$ cat config.mk
export PLATFORM = sky130hd
export DESIGN_NAME = pwm_capture
export DESIGN_NICKNAME = d
export VERILOG_FILES = /design/src/rtl/pwm_capture_pkg.sv /design/src/rtl/pwm_sync.sv /design/src/rtl/pwm_capture.sv
export SDC_FILE = /design/constraint.sdc
export NUM_CORES = 1
export LEC_CHECK = 0
export ABC_AREA = 1
export CAP_MARGIN = 20
export CORE_MARGIN = 2
export CORE_UTILIZATION = 30
export CTS_BUF_LIST = sky130_fd_sc_hd__clkbuf_8
export DETAILED_ROUTE_END_ITERATION = 16
export PLACE_DENSITY_LB_ADDON = 0.2
export RECOVER_POWER = 100
export SYNTH_ARGS = -nofsm -noshare
export SYNTH_HDL_FRONTEND = slang
export SYNTH_SLANG_ARGS = --single-unit
$ cat constraint.sdc
create_clock -name clk -period 3.1 [get_ports clk]
set_input_delay 0.31 -clock clk [delete_from_list [all_inputs] [get_ports clk]]
set_output_delay 0.31 -clock clk [all_outputs]
set_load 0.02 [all_outputs]
$ cat src/rtl/pwm_capture_pkg.sv
// rtl/pwm_capture_pkg.sv - shared state type and constants for the PWM capture block
package pwm_capture_pkg;

    typedef enum logic {
        IDLE    = 1'b0,
        MEASURE = 1'b1
    } pwm_cap_state_t;

    localparam int PWM_CAP_MIN_SYNC = 2;

endpackage

$ cat src/rtl/pwm_sync.sv
// rtl/pwm_sync.sv - input synchronizer chain with rising-edge detect
module pwm_sync
    import pwm_capture_pkg::*;
#(
    parameter int SYNC_STAGES = 2
) (
    input  logic clk,
    input  logic rst,
    input  logic pwm_in,
    output logic synced,
    output logic rise
);

    // Depths below the minimum are raised to it rather than building an unsafe chain.
    localparam int STAGES = (SYNC_STAGES < PWM_CAP_MIN_SYNC) ? PWM_CAP_MIN_SYNC : SYNC_STAGES;

    logic [STAGES-1:0] sync_q;
    logic              prev;

    // Everything resets high so an input already high at release is not seen as an edge.
    always_ff @(posedge clk) begin
        if (rst) begin
            sync_q <= '1;
            prev   <= 1'b1;
        end else begin
            sync_q <= {sync_q[STAGES-2:0], pwm_in};
            prev   <= sync_q[STAGES-1];
        end
    end

    assign synced = sync_q[STAGES-1];
    assign rise   = synced & ~prev;

endmodule

$ cat src/rtl/pwm_capture.sv
// rtl/pwm_capture.sv - PWM period/high-time capture; PWM_CAPTURE_TIMEOUT_EN adds constant-level timeout
module pwm_capture
    import pwm_capture_pkg::*;
#(
    parameter int size        = 24,
    parameter int SYNC_STAGES = 2
) (
    input  logic            clk,
    input  logic            rst,
    input  logic            pwm_in,
    output logic [size-1:0] cap_period,
    output logic [size-1:0] cap_compare,
    output logic            valid,
    output logic            timeout
);

    localparam logic [size-1:0] ALL_ONES = '1;

    logic           synced;
    logic           rise;
    logic [size-1:0] per_cnt;
    logic [size-1:0] hi_cnt;
    logic           capture;
    logic           timeout_hit;
    pwm_cap_state_t state;
    pwm_cap_state_t state_nxt;

    pwm_sync #(
        .SYNC_STAGES(SYNC_STAGES)
    ) u_sync (
        .clk   (clk),
        .rst   (rst),
        .pwm_in(pwm_in),
        .synced(synced),
        .rise  (rise)
    );

    always_ff @(posedge clk) begin
        if (rst) begin
            state <= IDLE;
        end else begin
            state <= state_nxt;
        end
    end

    always_comb begin
        state_nxt   = state;
        capture     = 1'b0;
        timeout_hit = 1'b0;
        case (state)
            IDLE: begin
                if (rise) begin
                    state_nxt = MEASURE;
                end
            end
            MEASURE: begin
                if (rise) begin
                    capture = 1'b1;
`ifdef PWM_CAPTURE_TIMEOUT_EN
                end else if (per_cnt == ALL_ONES) begin
                    timeout_hit = 1'b1;
                    state_nxt   = IDLE;
`endif
                end
            end
            default: state_nxt = IDLE;
        endcase
    end

    // Counters reload on every rise; the rise cycle itself counts as the first high cycle.
    always_ff @(posedge clk) begin
        if (rst) begin
            per_cnt <= '0;
            hi_cnt  <= '0;
        end else if (rise) begin
            per_cnt <= '0;
            hi_cnt  <= size'(1);
        end else begin
            if (per_cnt != ALL_ONES) begin
                per_cnt <= per_cnt + 1'b1;
            end
            if (synced && (hi_cnt != ALL_ONES)) begin
                hi_cnt <= hi_cnt + 1'b1;
            end
        end
    end

    always_ff @(posedge clk) begin
        if (rst) begin
            cap_period  <= '0;
            cap_compare <= '0;
            valid       <= 1'b0;
        end else begin
            valid <= capture | timeout_hit;
            if (capture) begin
                cap_period  <= per_cnt;
                cap_compare <= hi_cnt;
            end else if (timeout_hit) begin
                cap_period  <= ALL_ONES;
                cap_compare <= synced ? ALL_ONES : '0;
            end
        end
    end

`ifdef PWM_CAPTURE_TIMEOUT_EN
    always_ff @(posedge clk) begin
        if (rst) begin
            timeout <= 1'b0;
        end else begin
            timeout <= timeout_hit;
        end
    end
`else
    assign timeout = 1'b0;
`endif

endmodule

-- Word level (Yosys, flattened, before mapping)
Cells that the tools add are included.
- add/sub/neg operators: 2
- equal/unequal tests: 2
- mux-type cells: 5
- bitwise gates (word level): 2
- reductions and logical operators: 3
- operators with widths (kind ; number):
    24-bit by 1-bit adder with 24-bit output, second input constant ; 2
    24-bit inequality test, second input constant ; 2
    1-bit 2-to-1 mux ; 5
    2-bit nonzero test ; 1
    2-bit OR reduction ; 1
    1-bit AND ; 1
    1-bit logical AND ; 1
    1-bit NOT ; 1
- register bits after elaboration: 101
- output and inout bits: 50
- word-level logic and storage cells: 23

-- Logic depth before layout (Yosys ltp)
- depth in word-level cells: 4
- mapped depth: 10
- depth with buffers taken out: 10

-- By module
Synthesis repeated with hierarchy kept, for this count alone.
- cell total of the unflattened synthesis: 657
- area total of the unflattened synthesis: 4665.7 um^2
- modules (own cells, without submodules) (module ; times used ; cells an instance ; area an instance (um^2) ; seq. area each (um^2)):
    pwm_capture ; 1 ; 646 ; 4573.1 ; 1961.9
    pwm_sync ; 1 ; 11 ; 92.6 ; 60.1

-- Worst setup path before layout
Ideal clock, no wire load.
- kind: register to register
- start point: reg per_cnt[0]
- end point: reg per_cnt[1]
- setup time: 119 ps
- arrival: 1504 ps
- path slack: 1477 ps
- cell stages (with the launch flop): 10
- path buffers: 1
- period minus slack after synthesis: 1623 ps
- path through: dfxtp_1 > ha_1 > nand3_2 > inv_2 > nand2_1 > nor2_2 > nand2_1 > buf_2 > nand2_1 > a21oi_1
- longest elaborated chain between the ends: 1
- elaborated cells on any way between the ends: 2
- those cells by class: add/sub (1); eq/ne (1)
- RTL lines (what ; line ; text):
    start: declaration ; pwm_capture.sv:21 ; logic [size-1:0] per_cnt;
    start signal: assignment ; pwm_capture.sv:80 ; per_cnt <= per_cnt + 1'b1;
    24-bit by 1-bit adder with 24-bit output / 24-bit inequality test (equally long branches) ; pwm_capture.sv:80, pwm_capture.sv:79 ;
Parallel ways exist; a longest one is shown, timed or not.
A chain may end at the register's enable or synchronous reset.

-- Final worst setup path
- start point: reg per_cnt[0]
- end point: reg per_cnt[14]
The elaborated chain is that of the path after synthesis.

==> results.md <==
- Status: finished, violations left
- Failing checks: capacitance limit, slew limit
- Main synth FF type: dfxtp_1
- Leak: 0.00211 uW
- Root buffer cell: clkbuf_8
- CP bufs+invs: 3
- Clock-pin slew on the worst setup and hold paths: around 0.1 ns
- Max_slew headroom: -51.8%
- Most area-hungry cell type in the Yosys netlist: dfxtp_1
- DP HPWL: 8790 um
- Clock group share of total power: around 42%
- Adder-Cell Fraction of Synth Area: 0.529%
- Area grow syn2layout: 18.2%
- Pwr/cell area: between 400 and 500 nW/um^2
- Post-synth EDFFs: 0
- Hold_buf cts: 0
- Max-cap violations: 1
- Setup TNS: 0 ns
- Syn_area_per_cell: 7.03 sq um
- GRT overflow: 0
- Placer congestion estimate: 0.857
- Skew final: 0.0124 ns
- Die height: 130 um
- Antenna Nets Post-Route: 0
- Starting density of the core: 30.9%
- Synth top area share: 42.8%
- Main combinational cell family by area after synthesis: simple AND/OR/NAND/NOR gates
- Family with the most delay on the worst path: simple AND/OR/NAND/NOR gates
- Cell Chain, Critical Path: ha_1, nand3_1, inv_1, nand2_1, nor2_1, nand2_1, inv_1, o21ai_0, inv_1
- Storage element area: 2020 sq um
- Clock buffer depth: 2
- Final setup fails: 0
- Sequential area share after synthesis: a little over two fifths
- Syn_nets: 677
- Multiplexer share of the synthesized area: 0%
- # H-tree levels: 3
- Most common cell on crit path: inv_1
- # rows: 45
- Die width: roughly 130 um
- CP Data Arrival Time: 2.76 ns
- Place WS: 0.787 ns
- Vias per inst: 4.66
- Synth Area in XOR/XNOR: 3.34%
- VDD IR max: 0.000363 V
- Io pins: 53
- Slew Limit Fails: 54
- Layout cells sized above 1: 6.04%
- Largest net degree at the start of global routing: between 50 and 60
- Critical path class: reg -> reg
- Sw Ratio: 21.3%
- Seq pwr share: 54.8%
- Multi-input gate area: 2320 sq um
- Simple-Gate Fraction of Synth Area: 35.3%
- F_max: 0.409 GHz
- Final Hold Viols: 0
- Final WL: 11900 um
- First-pass GRT wire length: 20800 um
- # clock sinks: 101
- I/O Buffers: 51
- Ys Warns: 0
- Global Route Usage Sum: 15.5%
- Core area: 15300 sq um
- Worst-margin pin slew: 2.28 ns
- Ant. Diodes: 0
- Flops & latches, synth: 101
- Power Total: 2410 uW
- Post-Syn Area: ~4700 sq um
- Fill cells: 1672
- CP Capture Type: flop
- Initial antenna violation count: 0
- Final period util: 78.8%
- Max FO, Critical Path: 21
- CTS resizes: 0
- Internal: 1900 uW
- Sw Pwr: 513 uW
- Fraction of registers with async set/reset: 0%
- Clock Latency Late Sink: ~0.38 ns
- Initial DRC Count: ~230
- Number of global-route vias before repair: 4397
- Post-layout min period: 2.44 ns
- Pre-antenna DRT Iters: 4
- Wire length per cell: between 10 and 15 um
- Placed Instances: 908
- Die Area: 16800 sq um
- Non-filler cells, final: 923
- Class of the worst hold path: reg -> reg
- Yosys cell types: 32
- Post-layout nets: 713
- Setup ws final: 0.656 ns
- Mapped Cells: 672
- Setup Buffers After CTS: 0
- Crit path largest cell delay: 0.48 ns
- Largest cells by area after synthesis: dfxtp_1, nand2_1, nand3_1, a21oi_1, nor2_1
- Req. time, crit path: roughly 3.4 ns
- Critical path startpoint category: flop
- Worst hold slack: 0.426 ns
- Slowest CP cell: nand2_1
- Post-synthesis compound-gate area fraction: 10.6%
- Combinational share of power: 2.9%
- RSZ-0062 raised after global routing: false
- CTS tree: yes
- Num CTS Buffers: 9
- DR DRC count: 0
- Vias post-DR: ~4300
-- power by group through the flow --
stage | combinational, uW | clock [uW] | sequential [uW]
6_report | 69.1 | 1020 | 1320
5_1_grt | 80.2 | 1120 | 1330
4_1_cts | 73.0 | 1060 | 1320
3_5_place_dp | 72.9 | 0 | 1350
3_3_place_gp | 71.2 | 0 | 1350
2_1_floorplan | 62.1 | 0 | 1350
-- registers in the layout, summed over array words and instances, names as in the netlist --
register	flops
per_cnt	24
hi_cnt	24
u_sync.prev	1
state	1
u_sync.sync_q	2
cap_period	24
valid	1
cap_compare	24
-- Yosys cell counts (2+ instances only) --
| cell type | instances |
|---|---|
| nor2_4 | 3 |
| nor2_1 | 60 |
| nor3_1 | 7 |
| nand2_4 | 3 |
| dfxtp_1 | 101 |
| o21ai_0 | 12 |
| nand2_2 | 4 |
| ha_1 | 2 |
| xnor2_1 | 13 |
| nand3_1 | 83 |
| clkbuf_1 | 16 |
| a21oi_2 | 10 |
| nand2_1 | 192 |
| a31oi_1 | 4 |
| or2_2 | 4 |
| a21oi_1 | 62 |
| inv_2 | 2 |
| nor2_2 | 4 |
| xor2_1 | 5 |
| nand3b_1 | 9 |
| inv_1 | 46 |
| buf_2 | 14 |
| nand4_1 | 7 |
-- worst register-to-register path, cell delays in order, from the launching register on --
cell	delay, ns
dfxtp_1	0.47
ha_1	0.29
nand3_1	0.20
inv_1	0.15
nand2_1	0.10
nor2_1	0.23
nand2_1	0.48
inv_1	0.27
o21ai_0	0.13
inv_1	0.07
-- layer usage --
metal	track usage (%)	vias up	share of wire (%)
met5	0	-	0
met2	28.3	47	52
li1	-	2241	-
met3	4.50	11	3.0
met4	3.98	0	1.1
met1	17.6	2004	44
-- logic make-up (layout without fill, tap and decap cells) --
logic type / Yosys count / in the layout
xor gates and xnor gates: 18 / 18
adders and majority gates: 2 / 2
buffers and inverters: 82 / 122
other: 1 / 1
AOI/OAI and AO/OA: 90 / 90
and+or+nand+nor: 378 / 378
DFF: 101 / 101
-- cells in the final DEF, fill, tap and decap left out, types with 11 or more instances in the layout --
cell	synthesis	routed
nand2_1	192	194
xnor2_1	13	13
o21ai_0	12	13
nor2_1	60	62
clkbuf_8	0	11
dfxtp_1	101	101
inv_1	46	48
a21oi_1	62	64
dlygate4sd3_1	0	49
nand3_1	83	84
-- path summary, 6_finish.rpt --
kind / slack [ns] / end / start / depth (start not counted)
hold reg to reg: 0.43 / u_sync.sync_q[1] / u_sync.sync_q[0] / 1
setup reg to reg: 0.66 / per_cnt[14] / per_cnt[0] / 9
setup / recovery: 0.66 / per_cnt[14] / per_cnt[0] / 9
hold / removal: 0.43 / u_sync.sync_q[1] / u_sync.sync_q[0] / 1
-- cell type report --
type / instances / share of cell area (%)
Multi-Input combinational cell: 489 / 41.5
Sequential cell: 101 / 36.2
Timing Repair Buffer: 58 / 9.90
Tap cell: 211 / 4.73
Inverter: 49 / 3.29
Clock buffer: 11 / 2.71
Clock inverter: 4 / 1.70
-- through the flow --
| step | util (%) | cell area [sq um] |
|---|---|---|
| detailed placement | 35.2 | 5390 |
| global route | 36.5 | 5590 |
| global placement | 35.2 | 5390 |
| CTS | 36.8 | 5630 |
| finish | 36.5 | 5590 |
| floorplan | - | 4730 |
No activity file was read; power rests on OpenSTA's default activity.
